===== config.mk =====
export PLATFORM = sky130hd
export DESIGN_NAME = crc_lut_arb_flat
export DESIGN_NICKNAME = d
export VERILOG_FILES = /design/src/rtl/crc_lut_arb_if.sv /design/src/rtl/crc_lut_arb.sv /design/src/flat_wrapper.sv
export SDC_FILE = /design/constraint.sdc
export NUM_CORES = 1
export LEC_CHECK = 0
export CAP_MARGIN = 20
export CORE_MARGIN = 1
export CORE_UTILIZATION = 52
export DETAILED_ROUTE_END_ITERATION = 10
export PLACE_DENSITY = 0.86
export SLEW_MARGIN = 30
export SYNTH_ARGS = -nofsm -noshare
export SYNTH_HDL_FRONTEND = slang
export SYNTH_SLANG_ARGS = --single-unit

===== constraint.sdc =====
create_clock -name clk -period 3.7 [get_ports clk]
set_input_delay 0.37 -clock clk [delete_from_list [all_inputs] [get_ports clk]]
set_output_delay 0.37 -clock clk [all_outputs]
set_load 0.05 [all_outputs]

===== src/rtl/crc_lut_arb_if.sv =====
// Bus bundle for crc_lut_arb: two requester channels, the shared table port and results.
// The slave modport is the arbiter; the master side holds the requesters and the table.
interface crc_lut_arb_if;
    logic [1:0]        req_valid;
    logic [1:0][31:0]  req_data;
    logic [1:0]        req_first;
    logic [1:0]        req_last;
    logic [1:0]        req_ready;
    logic [31:0]       tab_addr;
    logic [31:0]       tab_rdata;
    logic [1:0]        res_valid;
    logic [1:0][31:0]  res_crc;
    logic              busy;

    modport master (
        output req_valid, req_data, req_first, req_last, tab_rdata,
        input  req_ready, tab_addr, res_valid, res_crc, busy
    );

    modport slave (
        input  req_valid, req_data, req_first, req_last, tab_rdata,
        output req_ready, tab_addr, res_valid, res_crc, busy
    );
endinterface


===== src/rtl/crc_lut_arb.sv =====
// Two-channel reflected CRC-32 engine sharing one 256x32 lookup table, round-robin per word.
// Define CRC_LUT_PIPE_EN when the table has a registered output (two cycles per byte).
module crc_lut_arb #(
    parameter logic [31:0] INIT_VAL = 32'hFFFF_FFFF,
    parameter logic [31:0] XOR_OUT  = 32'hFFFF_FFFF
) (
    input  logic          clk,
    input  logic          rst,
    crc_lut_arb_if.slave  bus
);
    typedef enum logic [1:0] {
        IDLE = 2'd0,
        BYTE = 2'd1,
        DONE = 2'd2
    } state_t;

    state_t           state_r;
    state_t           state_s;
    logic [1:0]       bc_r;
    logic             g_r;
    logic             last_r;
    logic             last_grant_r;
    logic             busy_r;
    logic [31:0]      sh_r;
    logic [1:0][31:0] acc_r;
    logic [1:0][31:0] res_crc_r;
    logic [1:0]       res_valid_r;
    logic             grant_s;
    logic             gsel_s;
    logic             step_s;
    logic [31:0]      acc_cur_s;
    logic [31:0]      acc_next_s;
    logic [7:0]       idx_s;
`ifdef CRC_LUT_PIPE_EN
    logic             ph_r;
`endif

    // Round-robin pick: on contention the channel not served last wins.
    always_comb begin
        gsel_s = 1'b0;
        if (bus.req_valid == 2'b11) begin
            gsel_s = ~last_grant_r;
        end else if (bus.req_valid[1]) begin
            gsel_s = 1'b1;
        end else begin
            gsel_s = 1'b0;
        end
    end

    assign grant_s       = (state_r == IDLE) && (bus.req_valid != 2'b00) && !rst;
    assign bus.req_ready = grant_s ? (gsel_s ? 2'b10 : 2'b01) : 2'b00;

    assign acc_cur_s    = acc_r[g_r];
    assign idx_s        = acc_cur_s[7:0] ^ sh_r[7:0];
    assign acc_next_s   = (acc_cur_s >> 5'd8) ^ bus.tab_rdata;
    assign bus.tab_addr = (state_r == BYTE) ? {24'h00_0000, idx_s} : 32'h0000_0000;

`ifdef CRC_LUT_PIPE_EN
    // Registered table: address issued in phase 0, data consumed in phase 1.
    assign step_s = (state_r == BYTE) && ph_r;
`else
    assign step_s = (state_r == BYTE);
`endif

    assign bus.busy      = busy_r;
    assign bus.res_valid = res_valid_r;
    assign bus.res_crc   = res_crc_r;

    // Next-state decode for the word sequencer.
    always_comb begin
        state_s = state_r;
        case (state_r)
            IDLE: begin
                if (grant_s) begin
                    state_s = BYTE;
                end else begin
                    state_s = IDLE;
                end
            end
            BYTE: begin
                if (step_s && (bc_r == 2'd3)) begin
                    state_s = DONE;
                end else begin
                    state_s = BYTE;
                end
            end
            DONE:    state_s = IDLE;
            default: state_s = IDLE;
        endcase
    end

    // Sequencer state, word context, per-channel accumulators and result registers.
    always_ff @(posedge clk) begin
        if (rst) begin
            state_r      <= IDLE;
            bc_r         <= 2'd0;
            g_r          <= 1'b0;
            last_r       <= 1'b0;
            last_grant_r <= 1'b1;
            busy_r       <= 1'b0;
            sh_r         <= 32'h0000_0000;
            acc_r        <= {INIT_VAL, INIT_VAL};
            res_crc_r    <= 64'h0;
            res_valid_r  <= 2'b00;
`ifdef CRC_LUT_PIPE_EN
            ph_r         <= 1'b0;
`endif
        end else begin
            state_r     <= state_s;
            busy_r      <= (state_s != IDLE);
            res_valid_r <= 2'b00;
            if (grant_s) begin
                g_r    <= gsel_s;
                sh_r   <= bus.req_data[gsel_s];
                last_r <= bus.req_last[gsel_s];
                bc_r   <= 2'd0;
                if (bus.req_first[gsel_s]) begin
                    acc_r[gsel_s] <= INIT_VAL;
                end
            end
`ifdef CRC_LUT_PIPE_EN
            if (grant_s) begin
                ph_r <= 1'b0;
            end else if (state_r == BYTE) begin
                ph_r <= ~ph_r;
            end
`endif
            if (step_s) begin
                acc_r[g_r] <= acc_next_s;
                sh_r       <= sh_r >> 5'd8;
                bc_r       <= bc_r + 2'd1;
                // Result lands together with the DONE cycle so valid and value align.
                if ((bc_r == 2'd3) && last_r) begin
                    res_valid_r[g_r] <= 1'b1;
                    res_crc_r[g_r]   <= acc_next_s ^ XOR_OUT;
                end
            end
            if (state_r == DONE) begin
                last_grant_r <= g_r;
            end
        end
    end
endmodule


===== src/flat_wrapper.sv =====
// flat-port wrapper written by rule: the top's interface ports become plain ports
module crc_lut_arb_flat 
#(
    parameter logic [31:0] INIT_VAL = 32'hFFFF_FFFF,
    parameter logic [31:0] XOR_OUT  = 32'hFFFF_FFFF
)
  (clk, rst, bus_req_valid, bus_req_data, bus_req_first, bus_req_last, bus_tab_rdata, bus_req_ready, bus_tab_addr, bus_res_valid, bus_res_crc, bus_busy);
  crc_lut_arb_if bus_i ();
  input  logic clk;
  input  logic rst;
  input wire logic [$bits(bus_i.req_valid)-1:0] bus_req_valid;
  input wire logic [$bits(bus_i.req_data)-1:0] bus_req_data;
  input wire logic [$bits(bus_i.req_first)-1:0] bus_req_first;
  input wire logic [$bits(bus_i.req_last)-1:0] bus_req_last;
  input wire logic [$bits(bus_i.tab_rdata)-1:0] bus_tab_rdata;
  output wire logic [$bits(bus_i.req_ready)-1:0] bus_req_ready;
  output wire logic [$bits(bus_i.tab_addr)-1:0] bus_tab_addr;
  output wire logic [$bits(bus_i.res_valid)-1:0] bus_res_valid;
  output wire logic [$bits(bus_i.res_crc)-1:0] bus_res_crc;
  output wire logic [$bits(bus_i.busy)-1:0] bus_busy;
  assign bus_i.req_valid = bus_req_valid;
  assign bus_i.req_data = bus_req_data;
  assign bus_i.req_first = bus_req_first;
  assign bus_i.req_last = bus_req_last;
  assign bus_i.tab_rdata = bus_tab_rdata;
  assign bus_req_ready = bus_i.req_ready;
  assign bus_tab_addr = bus_i.tab_addr;
  assign bus_res_valid = bus_i.res_valid;
  assign bus_res_crc = bus_i.res_crc;
  assign bus_busy = bus_i.busy;
  crc_lut_arb #(.INIT_VAL(INIT_VAL), .XOR_OUT(XOR_OUT)) u_core (.clk(clk), .rst(rst), .bus(bus_i));
endmodule

==> Word-level counts from Yosys, hierarchy flattened <==
Cells that the tools add are included.
{ "totals": {"regBits": 170, "inputBits": 104, "output_inout_bits": 101, "word_cells": 75} }
{ "op_classes": {"add_sub_neg": 1, "order_cmp": 4, "eq_ne": 4, "mux": 32, "bitwise_logic": 7, "n_reduce_logical": 14} }
{ "op_table": {"columns": ["operator", "count"], "rows": [
  ["two-way mux 64 bit", 4],
  ["two-way mux 32 bit", 6],
  ["bitwise mux 64 bit", 2],
  ["demux 32 bit (select 1 bit)", 2],
  ["OR 64 bit", 1],
  ["two-way mux 24 bit", 2],
  ["NOT 32 bit", 1],
  ["bitwise XOR 24 x 32 -> 32 bit", 1],
  ["two-way mux 2 bit", 5],
  ["two-way mux 1 bit", 8],
  ["two-way mux 8 bit", 1],
  ["bitwise XOR 8 bit", 1],
  ["equality test 2 bit (second input constant)", 3],
  ["logical AND 1 bit", 6],
  ["nonzero test 2 bit", 3],
  ["< comparator 1 x 2 -> 1 bit (second input constant)", 2],
  ["one-hot mux 2 bit (2 select lines)", 1],
  ["NOT 1 bit", 3],
  ["OR reduction 3 bit", 1],
  ["adder 2 x 1 -> 2 bit (second input constant)", 1],
  ["equality test 2 x 1 -> 1 bit (second input constant)", 1],
  ["greater-or-equal comparator 1 bit (second input constant)", 2],
  ["zero test 2 bit", 1],
  ["AND reduction 2 bit", 1],
  ["3 further kinds", 3]
]} }

==> Longest topological paths before layout <==
Gate-level depths: netlist of the first run.
{ "depth": {"ltp_word": 12, "depth_mapped": 7, "mapped_depth_nobuf": 5} }

==> Worst setup path after synthesis of the first run <==
No wires, ideal clock.
{ "synth_path": {"path_type": "flip-flop to output port", "startpoint": "register u_core.g_r", "endpoint": "output port bus_tab_addr[0]", "arrival_ns": 1.675, "t_required_ns": 3.330, "slack_ns": 1.655, "path_stages_with_launch": 6, "path_buffers": 2, "cell_sequence": "dfxtp_1 > buf_4 > buf_2 > mux2i_1 > xor2_1 > nor2_1"} }
{ "synth_between": {"elab_chain_len": 4} }
{ "synth_rtl": {"columns": ["element", "line", "source"], "rows": [
  ["from (decl)", "crc_lut_arb.sv:20", "logic g_r;"],
  ["from (signal assigned)", "crc_lut_arb.sv:113", "g_r <= gsel_s;"],
  ["two-way mux 32 bit (not written as such) (2 in a row)", "crc_lut_arb.sv:53", "assign acc_cur_s = acc_r[g_r];"],
  ["bitwise XOR 8 bit", "crc_lut_arb.sv:54", "assign idx_s = acc_cur_s[7:0] ^ sh_r[7:0];"],
  ["two-way mux 8 bit", "crc_lut_arb.sv:56", "assign bus.tab_addr = (state_r == BYTE) ? {24'h00_0000, idx_s} : 32'h0000_0000;"],
  ["to (decl)", "flat_wrapper.sv:17", "output wire logic [$bits(bus_i.tab_addr)-1:0] bus_tab_addr;"]
]} }
Every way passes these cells. The select of a mux whose other input is x is not followed.

==> Worst setup path after layout of the first run <==
{ "layout_path": {"startpoint": "register u_core.g_r", "endpoint": "output port bus_tab_addr[3]"} }
Same word-level chain as after synthesis.

==> results of run 1 <==
-- area by class of cell --
cell class,instances,area [um^2]
sequential,170,3405
inverter,3,11.26
clock buffer,22,454.2
fill,1019,3785
multi-input combinational,565,3386
clock inverter,10,190.2
tap,176,220.2
timing repair buffer,192,1897
-- placed cells by master, fill, tap and decap left out, types with 18 or more instances in the layout --
cell type,count
clkdlybuf4s50_1,179
dfxtp_1,169
nor2_1,143
nor3_1,72
mux2i_1,56
a21oi_1,48
a22oi_1,41
xor2_1,32
nor4_1,32
o22ai_1,24
conb_1,24
a211oi_1,18
-- layer usage --
| metal | up-vias | GRT usage [%] | part of all wire (%) |
|---|---|---|---|
| met1 | 2994 | 34.61 | 42 |
| li1 | 3096 | - | - |
| met3 | 27 | 7.034 | 8.5 |
| met4 | 0 | 10.23 | 1.8 |
| met2 | 307 | 44.15 | 47 |
| met5 | - | 0 | 0 |
-- sequential cells by signal, summed over array words and instances (netlist names) --
register,cells
u_core.g_r,1
u_core.bus.res_valid,2
u_core.bc_r,2
u_core.sh_r,32
u_core.bus.busy,1
u_core.bus.res_crc,64
u_core.last_grant_r,1
u_core.acc_r,64
u_core.state_r,2
u_core.last_r,1
-- critical path, stage by stage (launching register included) --
cell and delay (ps):
dfxtp_2 850, mux2i_1 300, xor2_1 90, nor2_1 130
clkdlybuf4s50_1 850
-- power groups by stage --
stage	Clock (mW)	Combinational [mW]	Sequential (mW)
2_1_floorplan	0	0.509	2.02
3_3_place_gp	0	0.739	2.04
3_5_place_dp	0	0.752	2.04
4_1_cts	1.96	0.757	2.00
5_1_grt	2.04	0.815	2.01
6_report	1.95	0.763	2.00
-- final timing paths --
| check | slack [ps] | startpoint | to | cells after the start |
|---|---|---|---|---|
| worst max register to register | 1290 | u_core.g_r$_SDFFE_PP0N_ | u_core.bus.res_crc[39]$_SDFFE_PP0P_ | 5 |
| worst min-delay path | 470 | rst | u_core.acc_r[60]$_SDFF_PP1_ | 2 |
| worst min register to register | 490 | u_core.bus.res_crc[3]$_SDFFE_PP0P_ | u_core.bus.res_crc[3]$_SDFFE_PP0P_ | 2 |
| worst max-delay path | 680 | u_core.g_r$_SDFFE_PP0N_ | bus_tab_addr[3] | 4 |
-- cell families (layout without fill, tap and decap cells) --
group	Yosys count	count (layout)	share of synthesized area [%]
simple gates	288	288	18.67
flops	170	170	47.36
compound gates	164	164	14.63
buf+inv	96	227	7.418
mux	56	56	7.801
xor+xnor	32	32	3.900
fa+ha+maj	1	1	0.1741
other cells	1	24	0.05219
-- stage by stage --
step                      worst slack (ps)  hold WS, ps
after floorplan                       1655        465.7
after global placement                1100        476.4
after detailed placement              1041        480.6
after CTS                            670.6        452.6
after global routing                 577.2        499.1
final                                683.2        473.7
==> results.cfg, run 1 <==
[place]
portBuffers = 180
dp.cells = 1105
dp_hpwl_mm = 12.81
gp_congestion = 0.7769
place_area_um2 = 8887

[cells_and_area]
final_design_area_no_fill_um2 = 9563
antenna_cells = 0
utilization_pct = 71.64
layout.nets = 1054
drive_above_1_share_pct = 5.821
area_delta_synth_final_pct = 33.08
final_cells = 1138

[cts]
cts_setup_buffers = 0
cts-resized-gates = 0
cts.sinks = 170
cts_hold_buf = 0
tritoncts = built
cts.path.max_buffers = 2
cts_max_level = 4
clkTransAtPathRegs_ps = 60
cts_root_buffer = clkbuf_16
cts_buffers = 17
clk_latency_ps = 430

[pwr]
p_per_area_nw_per_um2 = 493.6
p_seq_share_pct = 42.4
p_clk_share_pct = 41.4
swShare_pct = 27.26
p_total_mw = 4.720
ir_worst_vdd_mv = 0.3679
total_leakage_power_nw = 3.515
pwr-share-comb_pct = 16.2
power.internal_mw = 3.433
p_switching_mw = 1.287

[worst_setup_path]
worstSetupPathType = reg -> out
endpoint_kind = output port
required_ps = 3330
crit_fanout = 26
cp-start-kind = flip-flop
cp.arrival_ps = 2650

[synthesis]
synth-edff-count = 0
synth_top_area_share_pct = 47.36
ys.flop_type = dfxtp_1
synth-seq-cells = 170
ys_types = 42
syn_avg_cell_area_um2 = 8.893
synthTopCellsByCount = dfxtp_1, nor2_1, nor3_1, mux2i_1, a21oi_1
ys_top_cells_by_area = dfxtp_1, mux2i_1, nor2_1
postSynthCellCount = 808
yosys_warnings = 0
synth_top_area_cell = dfxtp_1
synth-async-reset-ratio_pct = 0
syn_area_um2 = 7186
yosysSeqAreaShare_pct = 47.36
synth.most_common_cell = dfxtp_1

[die]
start_util_pct = 53.83
ios = 205
die_height_um = 119.6
coreArea_um2 = 13350
die-area_um2 = 14290
die_w_um = 119.6
row_count = 42

[sta]
setup_viol = 0
fin_setup_tns_ps = 0
post-route-min-period_ps = 3017
finalCritPeriodShare_pct = 81.54
worstMarginPinSlew_ps = 799.0
hold_viol = 0
max_freq_mhz = 331.5
grt_setup_unrepaired = no
drv_slew = 0
clock_skew_ps = 8.648
relSlewSlack_pct = 46.73

[global_routing]
globalRouteTotalUtil_pct = 27.17
grt_max_degree = 111
antenna_found_initial = 0
grt_pass1_wl_mm = 30.57
overflow = 0
grt_pass1_vias = 6065

[routing]
ant_nets = 0
wl_mm = 19.22
drtIter0Drc = 496
via_count = 6424
via_per_inst = 5.645
drc = 0
firstDrtPassIters = 5
wl_per_cell_um = 16.89

[outcome]
status = finished clean

[hold_path]
min_path_type = in -> reg

[flow_run]
cap_violations = 0
Note: power is estimated with default switching activity, not from simulation.
==> run 2, diff against run 1 <==
--- a/config.mk
+++ b/config.mk
@@ -7,9 +7,9 @@
 export LEC_CHECK = 0
 export CAP_MARGIN = 20
 export CORE_MARGIN = 1
-export CORE_UTILIZATION = 52
+export CORE_UTILIZATION = 48
 export DETAILED_ROUTE_END_ITERATION = 10
-export PLACE_DENSITY = 0.86
+export PLACE_DENSITY = 0.8
 export SLEW_MARGIN = 30
 export SYNTH_ARGS = -nofsm -noshare
 export SYNTH_HDL_FRONTEND = slang
==> constraint.sdc (replaced) <==
create_clock -name clk -period 2.8 [get_ports clk]
set_input_delay 0.28 -clock clk [delete_from_list [all_inputs] [get_ports clk]]
set_output_delay 0.28 -clock clk [all_outputs]
set_load 0.05 [all_outputs]
==> run 2 against run 1 <==
Register-to-register slack worse by 910 ps. Die area is 8.2% higher. Clock skew hardly changed. Critical path depth stayed put. Via count hardly changed. Global-route usage is 2.3 points lower. Non-clock buffer count is 5 higher. Clock-buffer cell count is 4 higher. First-iteration DRC count is 7.5% higher. Design area is 0.41% higher. Final cell count is 1.1% higher. Hold slack worse by 82 ps. Critical path type unchanged.
==> results.cfg, run 2 (synthesis gave the netlist of run 1 again) <==
[pwr]
p_switching_mw = 1.637
total_leakage_power_nw = 3.600
ir_worst_vdd_mv = 0.5196
pwr-share-comb_pct = 16.6
p_total_mw = 6.111
p_per_area_nw_per_um2 = 636.4
p_seq_share_pct = 43.2
power.internal_mw = 4.473
p_clk_share_pct = 40.2
swShare_pct = 26.79

[routing]
firstDrtPassIters = 5
wl_mm = 19.09
via_count = 6422
drc = 0
drtIter0Drc = 533
wl_per_cell_um = 16.58
via_per_inst = 5.579
ant_nets = 0

[cts]
clk_latency_ps = 430
cts_root_buffer = clkbuf_16
clkTransAtPathRegs_ps = 60
cts.path.max_buffers = 2
cts_buffers = 17
cts_max_level = 4
cts_setup_buffers = 0
cts.sinks = 170
tritoncts = built

[global_routing]
globalRouteTotalUtil_pct = 24.85
grt_pass1_vias = 5968
antenna_found_initial = 0
grt_pass1_wl_mm = 30.95
grt_max_degree = 100
overflow = 0

[worst_setup_path]
path_cells = mux2i_1, xor2_1, nor2_1, clkdlybuf4s50_1
cp.arrival_ps = 2400
crit_fanout = 16
worst_path_max_delay_cell = clkdlybuf4s50_1
worst_path_largest_cell_delay_ps = 830
worstSetupPathType = reg -> out
crit-reg2reg-launch = u_core.g_r$_SDFFE_PP0N_
cp-start-kind = flip-flop
worstReg2RegEnd = u_core.acc_r[8]$_SDFF_PP1_
endpoint_kind = output port
worstRegToRegCells = 5
r2r_slack_ps = 380
required_ps = 2520

[hold_path]
min_path_type = in -> reg
worstHoldStart = rst
hold_path_depth = 3
min_to = u_core.acc_r[16]$_SDFF_PP1_

[place]
dp.cells = 1119
dp_hpwl_mm = 12.87
gp_congestion = 0.7991
portBuffers = 180

[sta]
grt_setup_unrepaired = no
clock_skew_ps = 8.462
finalCritPeriodShare_pct = 95.58
post-route-min-period_ps = 2676
worstMarginPinSlew_ps = 1059
fin_setup_tns_ps = 0
drv_slew = 0
setup_viol = 0
max_freq_mhz = 373.6
whs_ps = 392.1
hold_viol = 0
relSlewSlack_pct = 29.36

[die]
row_count = 44
coreArea_um2 = 14590
die_height_um = 124.4
die_w_um = 124.4
die-area_um2 = 15460
start_util_pct = 49.25
ios = 205

[cells_and_area]
antenna_cells = 0
final_common_cell = clkdlybuf4s50_1
final_cells = 1151
drive_above_1_share_pct = 6.308
final_cell_mix = clkdlybuf4s50_1, dfxtp_1, nor2_1, nor3_1, mux2i_1
layout.nets = 1059
area_delta_synth_final_pct = 33.62

[flow_run]
cap_violations = 0

[outcome]
status = finished clean
==> run 2: changes by cell type in the layout (fill, tap and decap cells not counted), sizes merged, moves of 2 or more <==
cell	previous run	this run
clkdlybuf4s50	179	174
buf	13	19
clkbuf	22	26
bufinv	5	3
clkinvlp	3	1
dlymetal6s2s	0	4
==> run 2: routing by layer <==
metal	vias to the layer above	wire length, um	GRT usage, %
li1	3110	-	-
met1	3021	8184	32.60
met2	266	8998	39.03
met3	25	1510	6.572
met4	0	393	9.355
met5	-	0	0
==> run 2: power by group through the flow <==
stage	Sequential [mW]	Clock [mW]	Combinational, mW
3_5_place_dp	2.69	0	1.01
6_report	2.64	2.46	1.02
3_3_place_gp	2.69	0	0.999
2_1_floorplan	2.66	0	0.672
4_1_cts	2.64	2.48	1.01
5_1_grt	2.65	2.58	1.09
==> run 2: critical path, delay by kind of cell, from the launching register on <==
| kind | cells | cell delay, ps |
|---|---|---|
| AND/OR/NAND/NOR | 1 | 140 |
| flip-flops | 1 | 650 |
| multiplexers | 1 | 270 |
| buffers and inverters | 1 | 830 |
| XOR/XNOR | 1 | 80 |
==> run 2: final cells by class <==
| class | instances | area (um^2) |
|---|---|---|
| Clock buffer | 26 | 519.2 |
| Clock inverter | 6 | 107.6 |
| Fill cell | 1228 | 4987 |
| Inverter | 3 | 11.26 |
| Multi-Input combinational cell | 565 | 3366 |
| Sequential cell | 170 | 3405 |
| Tap cell | 184 | 230.2 |
| Timing Repair Buffer | 197 | 1963 |
==> run 2: worst max-delay path by stage <==
stage / start / cells after the start / endpoint / slack, ps
after floorplan: u_core.g_r$_SDFFE_PP0N_ / 5 / bus_tab_addr[0] / 850
after global placement: bus_req_valid[0] / 3 / bus_req_ready[0] / 520
after detailed placement: u_core.g_r$_SDFFE_PP0N_ / 5 / u_core.acc_r[11]$_SDFF_PP1_ / 470
after CTS: u_core.g_r$_SDFFE_PP0N_ / 4 / bus_tab_addr[4] / 70
after global routing: u_core.g_r$_SDFFE_PP0N_ / 4 / bus_tab_addr[7] / 2
final: u_core.g_r$_SDFFE_PP0N_ / 4 / bus_tab_addr[6] / 120
==> run 2: timing repair <==
item,in CTS,in global routing
resized for setup,0,4
hold endpoints to repair,0,0
hold buffers,0,0
endpoints found under the setup margin,0,4
==> run 2: per-stage QoR <==
stage / area, um^2 / util [%] / setup slack (ps)
after detailed placement: 8961 / 61.42 / 466.9
after CTS: 9588 / 65.72 / 67.12
final: 9602 / 65.81 / 123.7
after global routing: 9602 / 65.81 / 2.280
after floorplan: 7272 / - / 845.1
after global placement: 8961 / 61.42 / 517.0
==> run 3, diff against run 2 <==
--- a/config.mk
+++ b/config.mk
@@ -5,10 +5,13 @@
 export SDC_FILE = /design/constraint.sdc
 export NUM_CORES = 1
 export LEC_CHECK = 0
+export ABC_CLOCK_PERIOD_IN_PS = 2800
 export CAP_MARGIN = 20
+export CORE_ASPECT_RATIO = 0.9
 export CORE_MARGIN = 1
 export CORE_UTILIZATION = 48
 export DETAILED_ROUTE_END_ITERATION = 10
+export MAX_ROUTING_LAYER = met4
 export PLACE_DENSITY = 0.8
 export SLEW_MARGIN = 30
 export SYNTH_ARGS = -nofsm -noshare
==> run 3 against run 2 <==
Final cell count increased by 1.0%. Via count decreased by 0.37%. First-iteration DRC count increased by 3.0%. Utilization decreased by 0.39 points. Register-to-register slack improved by 250 ps. Total power decreased by 0.35%. Clock power about the same. Design area about the same. Global-route usage increased by 2.0 points. Die area about the same. Sequential power about the same. Critical path type unchanged. Largest cell class unchanged.
==> results.cfg, run 3 (synthesis gave the netlist of run 1 again) <==
[sta]
post-route-min-period_ps = 2564
fin_setup_tns_ps = 0
relSlewSlack_pct = 34.70
setup_viol = 0
worstMarginPinSlew_ps = 979.5
finalCritPeriodShare_pct = 91.57
whs_ps = 235.0
max_freq_mhz = 390.0
drv_slew = 0
hold_viol = 0
clock_skew_ps = 7.337
grt_setup_unrepaired = no

[cts]
tritoncts = built
cts_hold_buf = 0
cts.sinks = 170
cts_setup_buffers = 0
cts-resized-gates = 0
cts_max_level = 4
cts_buffers = 17
clk_latency_ps = 430
cts.path.max_buffers = 2
clkTransAtPathRegs_ps = 60
cts_root_buffer = clkbuf_16

[worst_setup_path]
cp.arrival_ps = 2280
worstSetupPathType = reg -> out
endpoint_kind = output port
crit_fanout = 11
required_ps = 2520
cp-start-kind = flip-flop
r2r_slack_ps = 630
critPathLaunch = u_core.g_r$_SDFFE_PP0N_
worstReg2RegEnd = u_core.bus.res_crc[40]$_SDFFE_PP0P_
crit-reg2reg-launch = u_core.g_r$_SDFFE_PP0N_
worstRegToRegCells = 5
endpoint = bus_tab_addr[6]

[die]
start_util_pct = 49.01
coreArea_um2 = 14660
ios = 205
die_w_um = 131.0
row_count = 42
die_height_um = 118.1
die-area_um2 = 15460

[routing]
wl_mm = 19.36
firstDrtPassIters = 5
via_per_inst = 5.501
drtIter0Drc = 549
wl_per_cell_um = 16.64
ant_nets = 0
via_count = 6398
drc = 0

[place]
dp.cells = 1134
dp_hpwl_mm = 12.91
portBuffers = 180
gp_congestion = 0.7919

[global_routing]
grt_pass1_wl_mm = 31.08
antenna_found_initial = 0
globalRouteTotalUtil_pct = 26.89
grt_max_degree = 76
grt_pass1_vias = 5978
overflow = 0

[cells_and_area]
drive_above_1_share_pct = 6.425
area_delta_synth_final_pct = 33.50
final_cells = 1163
antenna_cells = 0
final_cell_mix = clkdlybuf4s50_1, dfxtp_1, nor2_1, nor3_1, mux2i_1
final_common_cell = clkdlybuf4s50_1
layout.nets = 1060

[pwr]
p_per_area_nw_per_um2 = 634.8
total_leakage_power_nw = 3.548
p_total_mw = 6.089
ir_worst_vdd_mv = 0.4668

[outcome]
status = finished clean

[hold_path]
min_path_type = in -> reg
hold_path_depth = 2

[flow_run]
cap_violations = 0
-- run 3: cell count changes in the layout (fill, tap and decap cells not counted) --
cell / previous run / this run
clkbuf_8: 6 / 2
dlymetal6s2s_1: 4 / 0
buf_4: 16 / 19
clkdlybuf4s50_1: 174 / 177
clkbuf_1: 3 / 1
clkinv_2: 2 / 4
buf_6: 1 / 0
bufinv_16: 3 / 4
nor2_2: 3 / 2
nor2_4: 0 / 1
-- run 3: stage by stage --
stage,utilization (%),area [um^2],setup slack (ps)
CTS,65.43,9593,194.8
finish,65.43,9593,236.0
floorplan,-,7272,845.1
global route,65.43,9593,137.8
global placement,61.27,8984,689.2
detailed placement,61.31,8989,603.9
-- run 3: worst max-delay path, stage by stage, from the launching register on --
cell and delay [ps]:
dfxtp_2 500, mux2i_1 300, xor2_1 130, nor2_1 110, clkdlybuf4s50_1 820
-- run 3: how the worst min path moves through the flow --
stage	endpoint	startpoint
2_1_floorplan	u_core.bus.res_crc[24]$_SDFFE_PP0P_	bus_tab_rdata[24]
3_3_place_gp	u_core.bus.res_crc[42]$_SDFFE_PP0P_	u_core.bus.res_crc[42]$_SDFFE_PP0P_
3_5_place_dp	u_core.bus.res_crc[45]$_SDFFE_PP0P_	u_core.bus.res_crc[45]$_SDFFE_PP0P_
4_1_cts	u_core.bc_r[1]$_SDFFE_PP0P_	rst
5_1_grt	u_core.bc_r[1]$_SDFFE_PP0P_	rst
6_report	u_core.bc_r[1]$_SDFFE_PP0P_	rst
-- run 3: layout make-up --
| type | instances | area [um^2] |
|---|---|---|
| clock buffers | 20 | 456.7 |
| clock inverters | 9 | 147.6 |
| fillers | 1216 | 5069 |
| inverters | 3 | 11.26 |
| multi-input cells | 565 | 3371 |
| flip-flops and latches | 170 | 3405 |
| well taps | 198 | 247.7 |
| repair buffers | 198 | 1954 |
-- run 3: power by group --
part	internal (mW)	switching (mW)	total, mW
combinational	0.383	0.641	1.02
sequential	2.55	0.0878	2.64
clock	1.52	0.910	2.43
total	4.45	1.64	6.09
-- run 3: per-layer routing --
metal	wire length (um)	GRT usage, %	up-vias
met5	0	-	-
met4	255	8.046	0
met3	1340	6.182	26
met2	9047	39.68	273
met1	8713	36.46	2991
li1	-	-	3108
